$ cat src/rtl/seg_pkg.sv
// seg_pkg: shared constants, types and the BCD-to-7-segment helper for the
// multiplexed display driver.
//   SEG_0..SEG_9, SEG_BLANK : active-low segment codes, bits 6..0 = g..a
//   SEL_OFF                 : all digit selects released (active-low)
//   disp_data_t             : one complete display image (digits, dp, blank)
//   seg_code()              : nibble to segment code; 10..15 render blank
package seg_pkg;

    localparam logic [6:0] SEG_0     = 7'b1000000;
    localparam logic [6:0] SEG_1     = 7'b1111001;
    localparam logic [6:0] SEG_2     = 7'b0100100;
    localparam logic [6:0] SEG_3     = 7'b0110000;
    localparam logic [6:0] SEG_4     = 7'b0011001;
    localparam logic [6:0] SEG_5     = 7'b0010010;
    localparam logic [6:0] SEG_6     = 7'b0000010;
    localparam logic [6:0] SEG_7     = 7'b1111000;
    localparam logic [6:0] SEG_8     = 7'b0000000;
    localparam logic [6:0] SEG_9     = 7'b0010000;
    localparam logic [6:0] SEG_BLANK = 7'b1111111;

    localparam logic [7:0] SEL_OFF = 8'hff;

    typedef struct packed {
        logic [31:0] digits;
        logic [7:0]  dp_en;
        logic [7:0]  blank_en;
    } disp_data_t;

    // Dark display: every digit force-blanked until the first load arrives.
    localparam disp_data_t DISP_RESET = '{digits: 32'h0, dp_en: 8'h00, blank_en: 8'hff};

    function automatic logic [6:0] seg_code(input logic [3:0] nibble);
        case (nibble)
            4'd0:    return SEG_0;
            4'd1:    return SEG_1;
            4'd2:    return SEG_2;
            4'd3:    return SEG_3;
            4'd4:    return SEG_4;
            4'd5:    return SEG_5;
            4'd6:    return SEG_6;
            4'd7:    return SEG_7;
            4'd8:    return SEG_8;
            4'd9:    return SEG_9;
            default: return SEG_BLANK;
        endcase
    endfunction

endpackage

$ cat src/rtl/seg_scan_drv_if.sv
// seg_scan_drv_if: load bus from the upstream counters into the display driver.
//   din      : 8 BCD nibbles, digit i at din[4i+3:4i], digit 0 rightmost
//   dp_en    : per-digit decimal point enable, 1 = lit
//   blank_en : per-digit force-blank, 1 = all segments off
//   din_vld  : single-cycle strobe capturing din, dp_en and blank_en
// master = data source, slave = display driver.
interface seg_scan_drv_if;
    logic [31:0] din;
    logic [7:0]  dp_en;
    logic [7:0]  blank_en;
    logic        din_vld;

    modport master (output din, dp_en, blank_en, din_vld);
    modport slave  (input  din, dp_en, blank_en, din_vld);
endinterface

$ cat src/rtl/seg_decode.sv
// seg_decode: combinational nibble + dp + blank to active-low segment byte.
//   nibble  : BCD digit, 10..15 shown as blank
//   dp      : 1 = decimal point lit
//   blank   : 1 = whole digit dark regardless of nibble/dp
//   segment : bit7 = dp, bits6..0 = g..a, active-low
module seg_decode
    import seg_pkg::*;
(
    input  logic [3:0] nibble,
    input  logic       dp,
    input  logic       blank,
    output logic [7:0] segment
);

    always_comb begin
        // NOTE: every output of a combinational block gets a default first,
        // so no path through the block can infer a latch.
        segment = 8'hff;
        if (!blank) begin
            segment = {~dp, seg_code(nibble)};
        end
    end

endmodule

$ cat src/rtl/seg_scan_drv.sv
// seg_scan_drv: multiplexed 7-segment driver with anti-ghost blanking and
// frame-synchronous data update.
//   clk, rst_n : clock and synchronous active-low reset
//   bus        : load bus (slave), see seg_scan_drv_if
//   segment    : active-low segments, bit7 = dp, bits6..0 = g..a
//   seg_sel    : active-low one-hot digit select, bits >= DIG_NUM held 1
//   frame_done : one-cycle pulse the cycle after the last slot of a frame
module seg_scan_drv
    import seg_pkg::*;
#(
    parameter int DIG_NUM   = 8,
    parameter int SCAN_CYC  = 50000,
    parameter int BLANK_CYC = 500
) (
    input  logic                 clk,
    input  logic                 rst_n,
    seg_scan_drv_if.slave        bus,
    output logic [7:0]           segment,
    output logic [7:0]           seg_sel,
    output logic                 frame_done
);

    localparam int              CNT_W     = $clog2(SCAN_CYC);
    localparam logic [CNT_W-1:0] CNT_LAST  = CNT_W'(SCAN_CYC - 1);
    localparam logic [CNT_W-1:0] CNT_BLANK = CNT_W'(BLANK_CYC);
    localparam logic [2:0]       IDX_LAST  = 3'(DIG_NUM - 1);

    logic [CNT_W-1:0] cnt;
    logic [2:0]       idx;
    logic             eof;

    disp_data_t act_data;
    disp_data_t pend_data;
    disp_data_t new_data;
    logic       pending;

    logic [3:0] cur_nibble;
    logic       cur_dp;
    logic       cur_blank;
    logic [7:0] dec_segment;

    assign eof      = (idx == IDX_LAST) && (cnt == CNT_LAST);
    assign new_data = '{digits: bus.din, dp_en: bus.dp_en, blank_en: bus.blank_en};

    // Slot timer and digit index.
    always_ff @(posedge clk) begin
        // NOTE: clocked state uses non-blocking assignments so every register
        // samples the pre-edge values of its neighbours.
        if (!rst_n) begin
            cnt <= '0;
            idx <= '0;
        end else if (cnt == CNT_LAST) begin
            cnt <= '0;
            idx <= (idx == IDX_LAST) ? 3'd0 : idx + 3'd1;
        end else begin
            cnt <= cnt + 1'b1;
        end
    end

    // Double-buffered load: active only changes at the frame boundary, so a
    // frame is always drawn from one consistent image. A strobe landing on
    // the boundary itself bypasses pending and goes straight to active.
    always_ff @(posedge clk) begin
        // NOTE: the data registers are reset on purpose; DISP_RESET keeps the
        // display dark until the first real load instead of showing garbage.
        if (!rst_n) begin
            act_data  <= DISP_RESET;
            pend_data <= DISP_RESET;
            pending   <= 1'b0;
        end else begin
            if (bus.din_vld) begin
                pend_data <= new_data;
            end
            if (eof) begin
                if (bus.din_vld) begin
                    act_data <= new_data;
                end else if (pending) begin
                    act_data <= pend_data;
                end
                pending <= 1'b0;
            end else if (bus.din_vld) begin
                pending <= 1'b1;
            end
        end
    end

    // Single shared decoder fed by the digit currently being scanned.
    assign cur_nibble = act_data.digits[{idx, 2'b00} +: 4];
    assign cur_dp     = act_data.dp_en[idx];
    assign cur_blank  = act_data.blank_en[idx];

    seg_decode u_decode (
        .nibble  (cur_nibble),
        .dp      (cur_dp),
        .blank   (cur_blank),
        .segment (dec_segment)
    );

    // Registered outputs; the first BLANK_CYC cycles of each slot release
    // every select so the previous digit's pattern cannot ghost onto the next.
    always_ff @(posedge clk) begin
        if (!rst_n) begin
            segment    <= 8'hff;
            seg_sel    <= SEL_OFF;
            frame_done <= 1'b0;
        end else begin
            frame_done <= eof;
            if (cnt < CNT_BLANK) begin
                segment <= 8'hff;
                seg_sel <= SEL_OFF;
            end else begin
                segment <= dec_segment;
                seg_sel <= ~(8'b1 << idx);
            end
        end
    end

endmodule

$ cat src/flat_wrapper.sv
// flat-port wrapper written by rule: the top's interface ports become plain ports
module seg_scan_drv_flat import seg_pkg::*;
#(
    parameter int DIG_NUM   = 8,
    parameter int SCAN_CYC  = 50000,
    parameter int BLANK_CYC = 500
)
  (clk, rst_n, segment, seg_sel, frame_done, bus_din, bus_dp_en, bus_blank_en, bus_din_vld);
  seg_scan_drv_if bus_i ();
  input  logic clk;
  input  logic rst_n;
  output logic [7:0] segment;
  output logic [7:0] seg_sel;
  output logic frame_done;
  input wire logic [$bits(bus_i.din)-1:0] bus_din;
  input wire logic [$bits(bus_i.dp_en)-1:0] bus_dp_en;
  input wire logic [$bits(bus_i.blank_en)-1:0] bus_blank_en;
  input wire logic [$bits(bus_i.din_vld)-1:0] bus_din_vld;
  assign bus_i.din = bus_din;
  assign bus_i.dp_en = bus_dp_en;
  assign bus_i.blank_en = bus_blank_en;
  assign bus_i.din_vld = bus_din_vld;
  seg_scan_drv #(.DIG_NUM(DIG_NUM), .SCAN_CYC(SCAN_CYC), .BLANK_CYC(BLANK_CYC)) u_core (.clk(clk), .rst_n(rst_n), .bus(bus_i), .segment(segment), .seg_sel(seg_sel), .frame_done(frame_done));
endmodule
$ cat config.mk
export PLATFORM = sky130hd
export DESIGN_NAME = seg_scan_drv_flat
export DESIGN_NICKNAME = d
export VERILOG_FILES = /design/src/rtl/seg_pkg.sv /design/src/rtl/seg_scan_drv_if.sv /design/src/rtl/seg_decode.sv /design/src/rtl/seg_scan_drv.sv /design/src/flat_wrapper.sv
export SDC_FILE = /design/constraint.sdc
export NUM_CORES = 1
export LEC_CHECK = 0
export BUFFER_PORTS_ARGS = -buffer_cell sky130_fd_sc_hd__buf_2
export CORE_MARGIN = 1
export CORE_UTILIZATION = 52
export DETAILED_ROUTE_END_ITERATION = 12
export PLACE_DENSITY = 0.78
export REMOVE_ABC_BUFFERS = 1
export SYNTH_ARGS = -nofsm -noshare
export SYNTH_HDL_FRONTEND = slang
export SYNTH_SLANG_ARGS = --single-unit
export TNS_END_PERCENT = 30
$ cat constraint.sdc
create_clock -name clk -period 2.4 [get_ports clk]
set_clock_uncertainty 0.15 [all_clocks]
set_input_delay 0.36 -clock clk [delete_from_list [all_inputs] [get_ports clk]]
set_output_delay 0.36 -clock clk [all_outputs]
set_load 0.05 [all_outputs]
==> results.txt <==
----------------------------------------------------
[Power and ir drop]
  Maximum ir drop on the vdd rail ... 0.496 mV
  Proportion of power drawn by flip-flops and latches ... 42.2%
  Power density of the placed cells ... 769 nW/um2
  Net switching fraction of the power ... 21.3%
  Power share of the clock group ... 52.2%
  Part of the total power dissipated in combinational logic ... 5.6%
  Internal portion of total power ... 4.25 mW
  LEAKAGE ... 2.72 nW
  Overall Power ... 5.40 mW
  Switching power of the nets ... 1.15 mW

[Clock tree]
  CTS Root Cell ... clkbuf_8
  Worst-case clock buffer depth ... 2
  TritonCTS clock tree ... done
  Latest clock arrival within the worst-skew pair ... 0.53 ns
  Number of clock sinks seen by CTS ... 133
  CTS Buf Count ... 17
  Post-CTS setup-driven buffer insertion count ... 0
  Clock transition at the registers of the reported paths ... 0.06 ns
  Number of levels the H-tree was split into ... 4

[Final layout]
  Combined area of the multi-input logic cells ... 2590 um2
  Most frequent cells in the layout ... 130 x dfxtp_1, 67 x buf_2, 58 x nor2_1, 46 x mux2i_1, 45 x a31oi_1
  Area taken by flip-flops and latches ... 2670 um2
  Final net count ... 697
  Layout-stage area growth over the synthesis result ... 27.7%
  Antenna cell count ... 0
  Finished layout cell area ... 7020 um2
  Commonest non-fill, non-tap cell in the layout ... dfxtp_1
  Fillers ... 768
  Share of layout cells above drive strength 1 ... 23.8%

[Routing]
  DR DRC count ... 0
  Total wire length ... 13.5 mm
  Vias per cell ... 5.81
  Count of antenna-violating nets left after detailed routing ... 0
  WL/cell ... 17.2 um
  Via Count ... 4,551
  First-pass iteration count of the detailed router ... 5
  Count of routing violations after the opening detailed-route iteration ... 333

[STA]
  Part of the cycle the worst path needs ... 96.9%
  Normalized max-slew margin ... 37.9%
  Fin. max-slew vios ... 0
  Measured slew at the worst slew-check pin ... 0.932 ns
  Final min period ... 2.33 ns
  Max Clk Rate ... 430 MHz
  Endpoints failing hold ... 0
  Number of endpoints failing setup at the final stage ... 0
  RSZ-0062 raised after global routing ... no

[Floorplanning]
  Full die area ... 11,000 um2
  Die Span X ... 105 um
  Std-Cell Rows ... 37
  Die Span Y ... 105 um
  I/O pin total ... 68
  Initial cell density of the core ... 53.5%
  Core Footprint ... 10,300 um2

[Critical path]
  Buffers & Inverters on Critical Path ... 1
  Data required time of the critical path ... 2.65 ns
  List of cells traversed by the critical path ... mux2_1, mux4_2, inv_1, ha_1, a21oi_1, o21ai_1
  Kind of cell adding the most delay to the critical path ... multiplexers
  Type of the setup path with the least slack ... flop to flop
  Maximum fanout encountered on the critical timing path ... 7
  Sort of element at the start of the critical path ... flop
  Critical Path AT ... 2.58 ns
  Cell with the largest stage delay on the worst path ... mux4_2
  Slowest Stage Delay on Critical Path ... 0.59 ns
  Nature of the critical path endpoint ... flop
  Register-to-register setup slack ... 0.07 ns

[Flow run]
  Max-capacitance violation count ... 0

[Synth]
  Top cells by area, synth ... dfxtp_1 48%, mux2i_1 8.4%, a211oi_1 5.5%
  Count of mapped cells out of synthesis ... 534
  Yosys warning total ... 0
  Fraction of the yosys area taken by sequential cells ... 48.4%
  Seq cells post-synth ... 133
  Share of synthesized registers carrying an async set or reset ... 0%
  Synthesized area per cell ... 10.3 um2
  Summed instance area of the synthesized netlist ... 5500 um2
  Dominant synthesized flop cell ... dfxtp_1
  Count of cell types in the netlist ... 47
  Share of Yosys cell area claimed by the top area cell type ... 48.4%
  Number of flops mapped to enable cells by yosys ... 0
  Synth area leader ... dfxtp_1

[Global routing]
  Antenna violations before repair ... 0
  Remaining Overflow, GRT ... 0
  Global-route wire length before repair ... 22.4 mm
  Overall Global Routing Usage ... 26.1%
  Maximum number of pins on one net before global-route repair ... 49
  Vias in the first global route ... 4,603

[Placement]
  Final HPWL DP ... 8.09 mm
  Weighted congestion at the end of routability-driven global placement ... 0.861
  Number of buffers inserted by port buffering ... 67
  Cell area after placement ... 5940 um2

[Hold path]
  Class of the tightest hold or removal check ... input pin to flop

[Outcome]
  Outcome ... complete, no violations

----------------------------------------------------
-- worst paths after layout --
kind / cells past startpoint / endpoint / start
setup / recovery: 6 / u_core.segment[1] / u_core.idx[1]
hold / removal: 3 / u_core.pend_data[0] / bus_blank_en[0]
setup reg to reg: 6 / u_core.segment[1] / u_core.idx[1]
hold reg to reg: 1 / u_core.cnt[0] / u_core.cnt[0]
-- power groups by stage --
stage | Combinational, mW | Sequential, mW | Clock (mW)
after floorplan | 0.128 | 2.32 | 0
after global placement | 0.232 | 2.32 | 0
after detailed placement | 0.238 | 2.33 | 0
after CTS | 0.293 | 2.28 | 2.84
after global routing | 0.324 | 2.28 | 2.95
final | 0.300 | 2.28 | 2.82
-- area by class of cell --
| type | instances | share of cell area [%] |
|---|---|---|
| multi-input combinational | 346 | 36.9 |
| tap | 136 | 2.42 |
| inverter | 10 | 0.588 |
| timing repair buffer | 126 | 13.0 |
| clock inverter | 13 | 2.90 |
| clock buffer | 19 | 6.29 |
| sequential | 133 | 38.0 |
-- cells in the mapped netlist (11+ instances only) --
library cell	number
mux2i_1	46
dfxtp_1	133
ha_1	12
nor2_1	58
clkbuf_1	26
nand2_1	17
mux2_2	11
nand3_1	12
buf_2	15
a31oi_1	45
a211oi_1	40
-- flip-flops by register name, indices dropped and copies added (netlist names) --
signal             flops
u_core.cnt            16
u_core.segment         8
u_core.act_data       48
u_core.pending         1
u_core.frame_done      1
u_core.idx             3
u_core.seg_sel         8
u_core.pend_data      48
-- per-layer routing --
layer,up-vias,share of wire (%),global-route usage (%)
met3,37,5.0,6.67
met2,176,50,44.5
met1,2169,42,30.3
met4,0,3.0,13.3
li1,2169,-,-
met5,-,0,0
-- worst reg2reg max path, cell delays in order, from the launching register on --
cell and delay [ns]:
dfxtp_2 0.40, mux2_1 0.34, mux4_2 0.59, inv_1 0.17, ha_1 0.28, a21oi_1 0.17
o21ai_1 0.10
-- cell families after synthesis --
kind of cell	share of synthesized area, %
mux	16.1
simple gates	12.4
xor+xnor	1.59
fa+ha+maj	2.73
flops	48.4
buf+inv	4.66
compound gates	14.1
-- what timing repair did --
action	4_1_cts	5_1_grt
gates resized for setup	0	4
hold endpoints to repair	49	0
endpoints found under the setup margin	0	15
hold buffers	43	0
-- through the flow --
stage	TNS, ns	hold WS [ns]	std cells	util (%)	setup WS (ns)
2_1_floorplan	-79.98	0.272	489	-	-1.83
3_3_place_gp	0	0.296	708	57.8	0.210
3_5_place_dp	0	0.302	708	57.8	0.101
4_1_cts	0	0.0109	783	68.3	0.0315
5_1_grt	0	0.0114	783	68.3	0.0191
6_report	0	0.0232	783	68.3	0.0741
Power figures use the tool's default switching activity.
